===== config.mk =====
export PLATFORM = sky130hd
export DESIGN_NAME = sd_slv_rdgen
export DESIGN_NICKNAME = d
export VERILOG_FILES = /design/src/rtl/sd_slv_rdgen.sv
export SDC_FILE = /design/constraint.sdc
export NUM_CORES = 1
export LEC_CHECK = 0
export CORE_ASPECT_RATIO = 0.6
export CORE_MARGIN = 2
export CORE_UTILIZATION = 56
export CTS_BUF_LIST = sky130_fd_sc_hd__clkbuf_4
export CTS_CLUSTER_SIZE = 25
export DETAILED_ROUTE_END_ITERATION = 10
export PLACE_DENSITY = 0.86
export SYNTH_ARGS = -nofsm -noshare
export SYNTH_HDL_FRONTEND = slang
export SYNTH_SLANG_ARGS = --single-unit

===== constraint.sdc =====
create_clock -name clk -period 2.7 [get_ports clk]
set_clock_uncertainty 0.05 [all_clocks]
set_input_delay 0.675 -clock clk [delete_from_list [all_inputs] [get_ports clk]]
set_output_delay 0.675 -clock clk [all_outputs]
set_load 0.01 [all_outputs]

===== src/rtl/sd_slv_rdgen.sv =====
// rtl/sd_slv_rdgen.sv - SD slave read-data block framing sequencer (start/data/CRC/end/gap) with stop handling.
// SD_SLV_RDGEN_8BIT_EN enables 8-bit bus mode; without it bus_width 11 runs as 1-bit.
module sd_slv_rdgen #(
    parameter int AW      = 10,
    parameter int LW      = 10,
    parameter int BCW     = 8,
    parameter int GAP_CYC = 2
) (
    input  logic           clk,
    input  logic           rst,
    input  logic [1:0]     bus_width,
    input  logic           start,
    input  logic [AW-1:0]  start_addr,
    input  logic [LW-1:0]  blk_len,
    input  logic [BCW-1:0] blk_cnt,
    input  logic           stop,
    output logic [AW-1:0]  mem_addr,
    output logic           mem_en,
    output logic [2:0]     lane_sel,
    output logic           start_bit,
    output logic           data_en,
    output logic           crc_shift,
    output logic           end_bit,
    output logic           busy,
    output logic           done,
    output logic [BCW-1:0] blk_idx
);

    localparam int BW = LW + 3;
    localparam int GW = (GAP_CYC > 1) ? $clog2(GAP_CYC) : 1;

    typedef enum logic [2:0] {S_IDLE, S_START, S_DATA, S_CRC, S_END, S_GAP} state_t;
    typedef enum logic [1:0] {M1 = 2'd0, M4 = 2'd1, M8 = 2'd2} mode_t;

    state_t         state_q, state_d;
    mode_t          mode_q, mode_d;
    logic [LW-1:0]  len_q, len_d;
    logic [BCW-1:0] cnt_q, cnt_d;
    logic [BCW-1:0] idx_q, idx_d;
    logic [AW-1:0]  addr_q, addr_d;
    logic [2:0]     lane_q, lane_d;
    logic [BW-1:0]  beat_q, beat_d;
    logic [3:0]     crc_q, crc_d;
    logic [GW-1:0]  gap_q, gap_d;
    logic           pend_q, pend_d;
    logic           start_bit_q, data_en_q, mem_en_q, crc_shift_q, end_bit_q, busy_q, done_q;
    logic           done_d;
    logic [BCW-1:0] idx_inc;

    function automatic mode_t decode_mode(logic [1:0] bw);
        mode_t m;
        m = M1;
        if (bw == 2'b10) m = M4;
`ifdef SD_SLV_RDGEN_8BIT_EN
        if (bw == 2'b11) m = M8;
`endif
        return m;
    endfunction

    function automatic logic [2:0] top_lane(mode_t m);
        logic [2:0] l;
        case (m)
            M4:      l = 3'd1;
`ifdef SD_SLV_RDGEN_8BIT_EN
            M8:      l = 3'd0;
`endif
            default: l = 3'd7;
        endcase
        return l;
    endfunction

    // (len-1) wraps to 2^LW-1 for len==0, so the 2^LW-byte case needs no extra term.
    function automatic logic [BW-1:0] beats_m1(mode_t m, logic [LW-1:0] len);
        logic [LW-1:0] lm1;
        logic [BW-1:0] b;
        lm1 = len - LW'(1);
        case (m)
            M4:      b = BW'({lm1, 1'b1});
`ifdef SD_SLV_RDGEN_8BIT_EN
            M8:      b = BW'(lm1);
`endif
            default: b = {lm1, 3'b111};
        endcase
        return b;
    endfunction

    assign idx_inc = idx_q + BCW'(1);

    always_comb begin
        state_d = state_q;
        mode_d  = mode_q;
        len_d   = len_q;
        cnt_d   = cnt_q;
        idx_d   = idx_q;
        addr_d  = addr_q;
        lane_d  = lane_q;
        beat_d  = beat_q;
        crc_d   = crc_q;
        gap_d   = gap_q;
        pend_d  = pend_q;
        done_d  = 1'b0;
        case (state_q)
            S_IDLE: begin
                if (start) begin
                    state_d = S_START;
                    mode_d  = decode_mode(bus_width);
                    len_d   = blk_len;
                    cnt_d   = blk_cnt;
                    addr_d  = start_addr;
                    idx_d   = '0;
                end
            end
            S_START: begin
                pend_d  = pend_q | stop;
                state_d = S_DATA;
                beat_d  = beats_m1(mode_q, len_q);
                lane_d  = top_lane(mode_q);
            end
            S_DATA: begin
                pend_d = pend_q | stop;
                if (lane_q == 3'd0) begin
                    addr_d = addr_q + AW'(1);
                    lane_d = top_lane(mode_q);
                end else begin
                    lane_d = lane_q - 3'd1;
                end
                if (beat_q == '0) begin
                    state_d = S_CRC;
                    crc_d   = 4'd15;
                end else begin
                    beat_d = beat_q - BW'(1);
                end
            end
            S_CRC: begin
                pend_d = pend_q | stop;
                if (crc_q == 4'd0) state_d = S_END;
                else crc_d = crc_q - 4'd1;
            end
            S_END: begin
                idx_d = idx_inc;
                if (pend_q || stop || (cnt_q != '0 && idx_inc == cnt_q)) begin
                    state_d = S_IDLE;
                    done_d  = 1'b1;
                end else begin
                    state_d = S_GAP;
                    gap_d   = GW'(GAP_CYC - 1);
                end
            end
            S_GAP: begin
                if (stop) begin
                    state_d = S_IDLE;
                    done_d  = 1'b1;
                end else if (gap_q == '0) begin
                    state_d = S_START;
                end else begin
                    gap_d = gap_q - GW'(1);
                end
            end
            default: state_d = S_IDLE;
        endcase
        if (state_d == S_IDLE) pend_d = 1'b0;
    end

    always_ff @(posedge clk or posedge rst) begin
        if (rst) begin
            state_q     <= S_IDLE;
            mode_q      <= M1;
            len_q       <= '0;
            cnt_q       <= '0;
            idx_q       <= '0;
            addr_q      <= '0;
            lane_q      <= '0;
            beat_q      <= '0;
            crc_q       <= '0;
            gap_q       <= '0;
            pend_q      <= 1'b0;
            start_bit_q <= 1'b0;
            data_en_q   <= 1'b0;
            mem_en_q    <= 1'b0;
            crc_shift_q <= 1'b0;
            end_bit_q   <= 1'b0;
            busy_q      <= 1'b0;
            done_q      <= 1'b0;
        end else begin
            state_q     <= state_d;
            mode_q      <= mode_d;
            len_q       <= len_d;
            cnt_q       <= cnt_d;
            idx_q       <= idx_d;
            addr_q      <= addr_d;
            lane_q      <= lane_d;
            beat_q      <= beat_d;
            crc_q       <= crc_d;
            gap_q       <= gap_d;
            pend_q      <= pend_d;
            start_bit_q <= (state_d == S_START);
            data_en_q   <= (state_d == S_DATA);
            mem_en_q    <= (state_d == S_DATA) && (lane_d == top_lane(mode_q));
            crc_shift_q <= (state_d == S_CRC);
            end_bit_q   <= (state_d == S_END);
            busy_q      <= (state_d != S_IDLE);
            done_q      <= done_d;
        end
    end

    assign mem_addr  = addr_q;
    assign lane_sel  = lane_q;
    assign blk_idx   = idx_q;
    assign mem_en    = mem_en_q;
    assign start_bit = start_bit_q;
    assign data_en   = data_en_q;
    assign crc_shift = crc_shift_q;
    assign end_bit   = end_bit_q;
    assign busy      = busy_q;
    assign done      = done_q;

endmodule

==> reports/qor.yml <==
vias_in_the_first_global_route: 3162
power.leakage_nw: 1.96
cpLargestDelayFamily: "simple AND/OR/NAND/NOR gates"
grt_overflow_total: 0
synth-warning-count: 0
grt_pass1_wl_um: 15300
clock_power_share_pct: 14.2
post_synth_inst_count: 426
post-cts-setup-buffers: 0
bufs_and_invs_on_worst_path: 0
cts.repair.resized: 0
drive_gt1_share_pct: 11.9
ys_types: 64
power.density_cell_area_nw_per_um2: 1140
design.core.area_um2: 6710
critical_path_class: "flop to flop"
grt_max_degree: 70
cp.arrival_ns: 2.67
drc: 0
hpwl_um: 6660
first_pass_detailed_route_iteration_total: 6
hold_path_startpoint: "beat_q[0]"
placed_area_um2: 4610
die_area_um2: 7690
slowest_stage: "sky130_fd_sc_hd__or4_4"
fillerInstances: 536
avgRoutedWirePerCell_um: 16.6
htree_levels: 3
post_synthesis_cell_area_um2: 3910
drv.max_cap_violation_count: 0
cts_num_sinks: 69
antenna_found_initial: 0
total_power_mw: 5.47
fmax_mhz: 413
worst_skew_pair.late_latency_ns: 0.44
commonest_register_cell_after_synthesis: "sky130_fd_sc_hd__dfrtp_1"
critical_path.reg2reg.endpoint: "busy"
number_of_buffer_cells_added_on_primary_ports: 61
final_max_slew_viol_count: 0
synthTopCellsByArea: "sky130_fd_sc_hd__dfrtp_1 44%, sky130_fd_sc_hd__a21oi_1 5.5%, sky130_fd_sc_hd__mux2_2 4.3%, sky130_fd_sc_hd__o21ai_0 3.7%, sky130_fd_sc_hd__nand2_1 3.1%"
critPathLaunchType: "flop"
initial_utilization_pct: 58.3
final_setup_vio_count: 0
setup_repair_after_global_routing_missed_its_margin: "false"
reg2regPathDepth: 6
fp_rows: 23
worst_hold_path.endpoint: "beat_q[0]"
area_delta_synth_final_pct: 22.2
synth_async_sr_flop_share_pct: 100
timing.final.crit_period_ns: 2.42
routed_antenna_nets: 0
seq_total_area_yosys_pct: 44.2
routed_wirelength_um: 9560
floorplan.io_pins: 62
synth_top_area_share_pct: 44.2
die_height_um: 68.7
dp_worst_setup_slack_ns: 0.324
whs_ns: 0.451
gpl.final_weighted_congestion: 0.908
avgSynthCellArea_um2: 9.18
timing.critical_path.slowest_cell_delay_ns: 0.50
r2r_setup_slack_ns: 0.28
mapped_nets: 467
power.net_switching_mw: 2.39
timing.rr.start: "blk_idx[0]"
layout_worst_path_cycle_share_pct: 89.6
hold_class: "flop to flop"
drt_iter0_markers: 347
power_frac_comb_pct: 49.0
cts_hold_repair.buffers: 0
crit_path_max_fanout: 9
critical_path.endpoint_type: "flop"
outcome: "finished clean"
crit_path_cell_trace: "ha_1 > nand3_1 > xnor2_1 > or4_4 > o31ai_2 > nand4_1"
mean_number_of_vias_per_cell: 6.20
cts_tree: "yes"
synth_enable_flop_cells: 0
seq_power_share_pct: 36.8
cell_internal_pwr_mw: 3.08
final_nets: 525
gr-usage-all-layers_pct: 25.9
library_cell_with_the_largest_summed_area_after_synthesis: "sky130_fd_sc_hd__dfrtp_1"
die-width_um: 112
finish.instance_area_um2: 4780
worst_pin_slew_ns: 0.715
worst_ir_drop_vdd_uv: 753
clockBufferDepth: 2
timing.max_slew.rel_slack_pct: 52.3
switching_share_pct: 43.7
critPathRequiredTime_ns: 2.95
finalSetupTns_ns: 0
cts.root.buffer_cell: "sky130_fd_sc_hd__clkbuf_4"
cts.clk_slew.worst_paths_ns: 0.13
hold_depth: 1
cts_made_buffers: 9
fin_ws_ns: 0.281
num_antenna_cells: 0
hold_violations: 0
detailroute.via_count: 3570
total_of_flip_flops_plus_latches_after_synthesis: 69
## metal layers
metal	track usage, %	routed length [µm]
met3	7.95	764
met5	0	0
met4	10.8	206
met2	37.6	4030
met1	36.3	4560
## cell usage after synthesis, types with 4 or more instances
master and n:
sky130_fd_sc_hd__buf_2 8, sky130_fd_sc_hd__a31oi_1 5, sky130_fd_sc_hd__xor2_1 9, sky130_fd_sc_hd__mux2_2 15
sky130_fd_sc_hd__nor2b_1 5, sky130_fd_sc_hd__inv_1 18, sky130_fd_sc_hd__nor4_1 4, sky130_fd_sc_hd__mux2i_1 5
sky130_fd_sc_hd__xnor2_1 9, sky130_fd_sc_hd__nor2_1 29, sky130_fd_sc_hd__dfrtp_1 69, sky130_fd_sc_hd__nand2_1 32
sky130_fd_sc_hd__nor3_1 18, sky130_fd_sc_hd__o21ai_1 17, sky130_fd_sc_hd__a21oi_1 43, sky130_fd_sc_hd__clkbuf_1 13
sky130_fd_sc_hd__ha_1 7, sky130_fd_sc_hd__o21ai_0 29, sky130_fd_sc_hd__nand4_1 4, sky130_fd_sc_hd__nand3_1 22
sky130_fd_sc_hd__o31ai_1 4
## cells in the final DEF (no fill, tap or decap), types with 3 or more instances in the layout
| master | netlist | routed |
|---|---|---|
| sky130_fd_sc_hd__o31ai_1 | 4 | 4 |
| sky130_fd_sc_hd__o21ai_1 | 17 | 17 |
| sky130_fd_sc_hd__inv_1 | 18 | 17 |
| sky130_fd_sc_hd__nor4_1 | 4 | 4 |
| sky130_fd_sc_hd__nand3_1 | 22 | 22 |
| sky130_fd_sc_hd__nor3_2 | 3 | 3 |
| sky130_fd_sc_hd__a31oi_1 | 5 | 5 |
| sky130_fd_sc_hd__clkdlybuf4s50_1 | 0 | 61 |
| sky130_fd_sc_hd__nor3b_1 | 3 | 3 |
| sky130_fd_sc_hd__ha_1 | 7 | 7 |
| sky130_fd_sc_hd__and4_1 | 3 | 3 |
| sky130_fd_sc_hd__mux2_2 | 15 | 15 |
| sky130_fd_sc_hd__nand4_1 | 4 | 4 |
| sky130_fd_sc_hd__buf_4 | 0 | 9 |
| sky130_fd_sc_hd__nor3_1 | 18 | 18 |
| sky130_fd_sc_hd__clkbuf_4 | 0 | 9 |
| sky130_fd_sc_hd__nor2b_1 | 5 | 5 |
| sky130_fd_sc_hd__xor2_1 | 9 | 9 |
| sky130_fd_sc_hd__mux2i_1 | 5 | 5 |
| sky130_fd_sc_hd__nor2_1 | 29 | 29 |
| sky130_fd_sc_hd__dfrtp_1 | 69 | 69 |
| sky130_fd_sc_hd__nand2_1 | 32 | 32 |
| sky130_fd_sc_hd__o211ai_1 | 3 | 3 |
| sky130_fd_sc_hd__a21oi_1 | 43 | 43 |
| sky130_fd_sc_hd__xnor2_1 | 9 | 9 |
| sky130_fd_sc_hd__o21ai_0 | 29 | 29 |
| sky130_fd_sc_hd__clkinvlp_4 | 0 | 3 |
## worst max-delay path by stage
stage / cells past startpoint / from / to / slack [ns]
CTS: 6 / blk_idx[0] / busy / 0.30
floorplan: 1 / rst / beat_q[0] / 0.24
finish: 6 / blk_idx[0] / busy / 0.28
global placement: 4 / start / cnt_q[1] / 0.34
global route: 9 / beat_q[0] / beat_q[10] / 0.08
detailed placement: 6 / blk_idx[0] / busy / 0.32
## metrics by stage
stage,instances,utilization (%)
detailed placement,560,68.7
CTS,576,71.2
global placement,560,68.7
finish,576,71.2
floorplan,426,-
global route,576,71.2
## worst reg2reg max path: stages (launching register included)
cell and delay, ns:
sky130_fd_sc_hd__dfrtp_1 0.48, sky130_fd_sc_hd__ha_1 0.39, sky130_fd_sc_hd__nand3_1 0.19, sky130_fd_sc_hd__xnor2_1 0.17, sky130_fd_sc_hd__or4_4 0.50, sky130_fd_sc_hd__o31ai_2 0.36
sky130_fd_sc_hd__nand4_1 0.14
## layout make-up
type / instances / area, µm² / area share [%]
sequential: 69 / 1730 / 36.2
timing repair buffer: 71 / 698 / 14.6
multi-input combinational: 314 / 2000 / 41.9
tap: 87 / 109 / 2.28
clock inverter: 7 / 100 / 2.10
clock buffer: 9 / 67.6 / 1.41
inverter: 19 / 71.3 / 1.49
## cell families (layout without fill, tap and decap cells)
logic type      Yosys count  in the layout  synth area share, %
compound gates          126            126                 19.3
xor+xnor                 18             18                 4.03
fa+ha+maj                 7              7                 2.24
buf+inv                  43            106                 4.58
flops                    69             69                 44.2
mux                      20             20                 5.60
simple gates            143            143                 20.1
## registers in the layout (all words and copies together) (netlist names), 3 cells and up
name,count
beat_q,13
lane_sel,3
crc_q,4
cnt_q,8
mem_addr,10
len_q,10
blk_idx,8
state_q,3
## power by group through the flow
| stage | clock, mW | sequential, mW | combinational, mW |
|---|---|---|---|
| 2_1_floorplan | 0 | 1.89 | 1.88 |
| 5_1_grt | 0.835 | 2.09 | 2.96 |
| 6_report | 0.776 | 2.01 | 2.68 |
| 4_1_cts | 0.791 | 2.00 | 2.64 |
| 3_3_place_gp | 0 | 1.98 | 2.52 |
| 3_5_place_dp | 0 | 2.01 | 2.61 |
No activity file was read; power rests on OpenSTA's default activity.
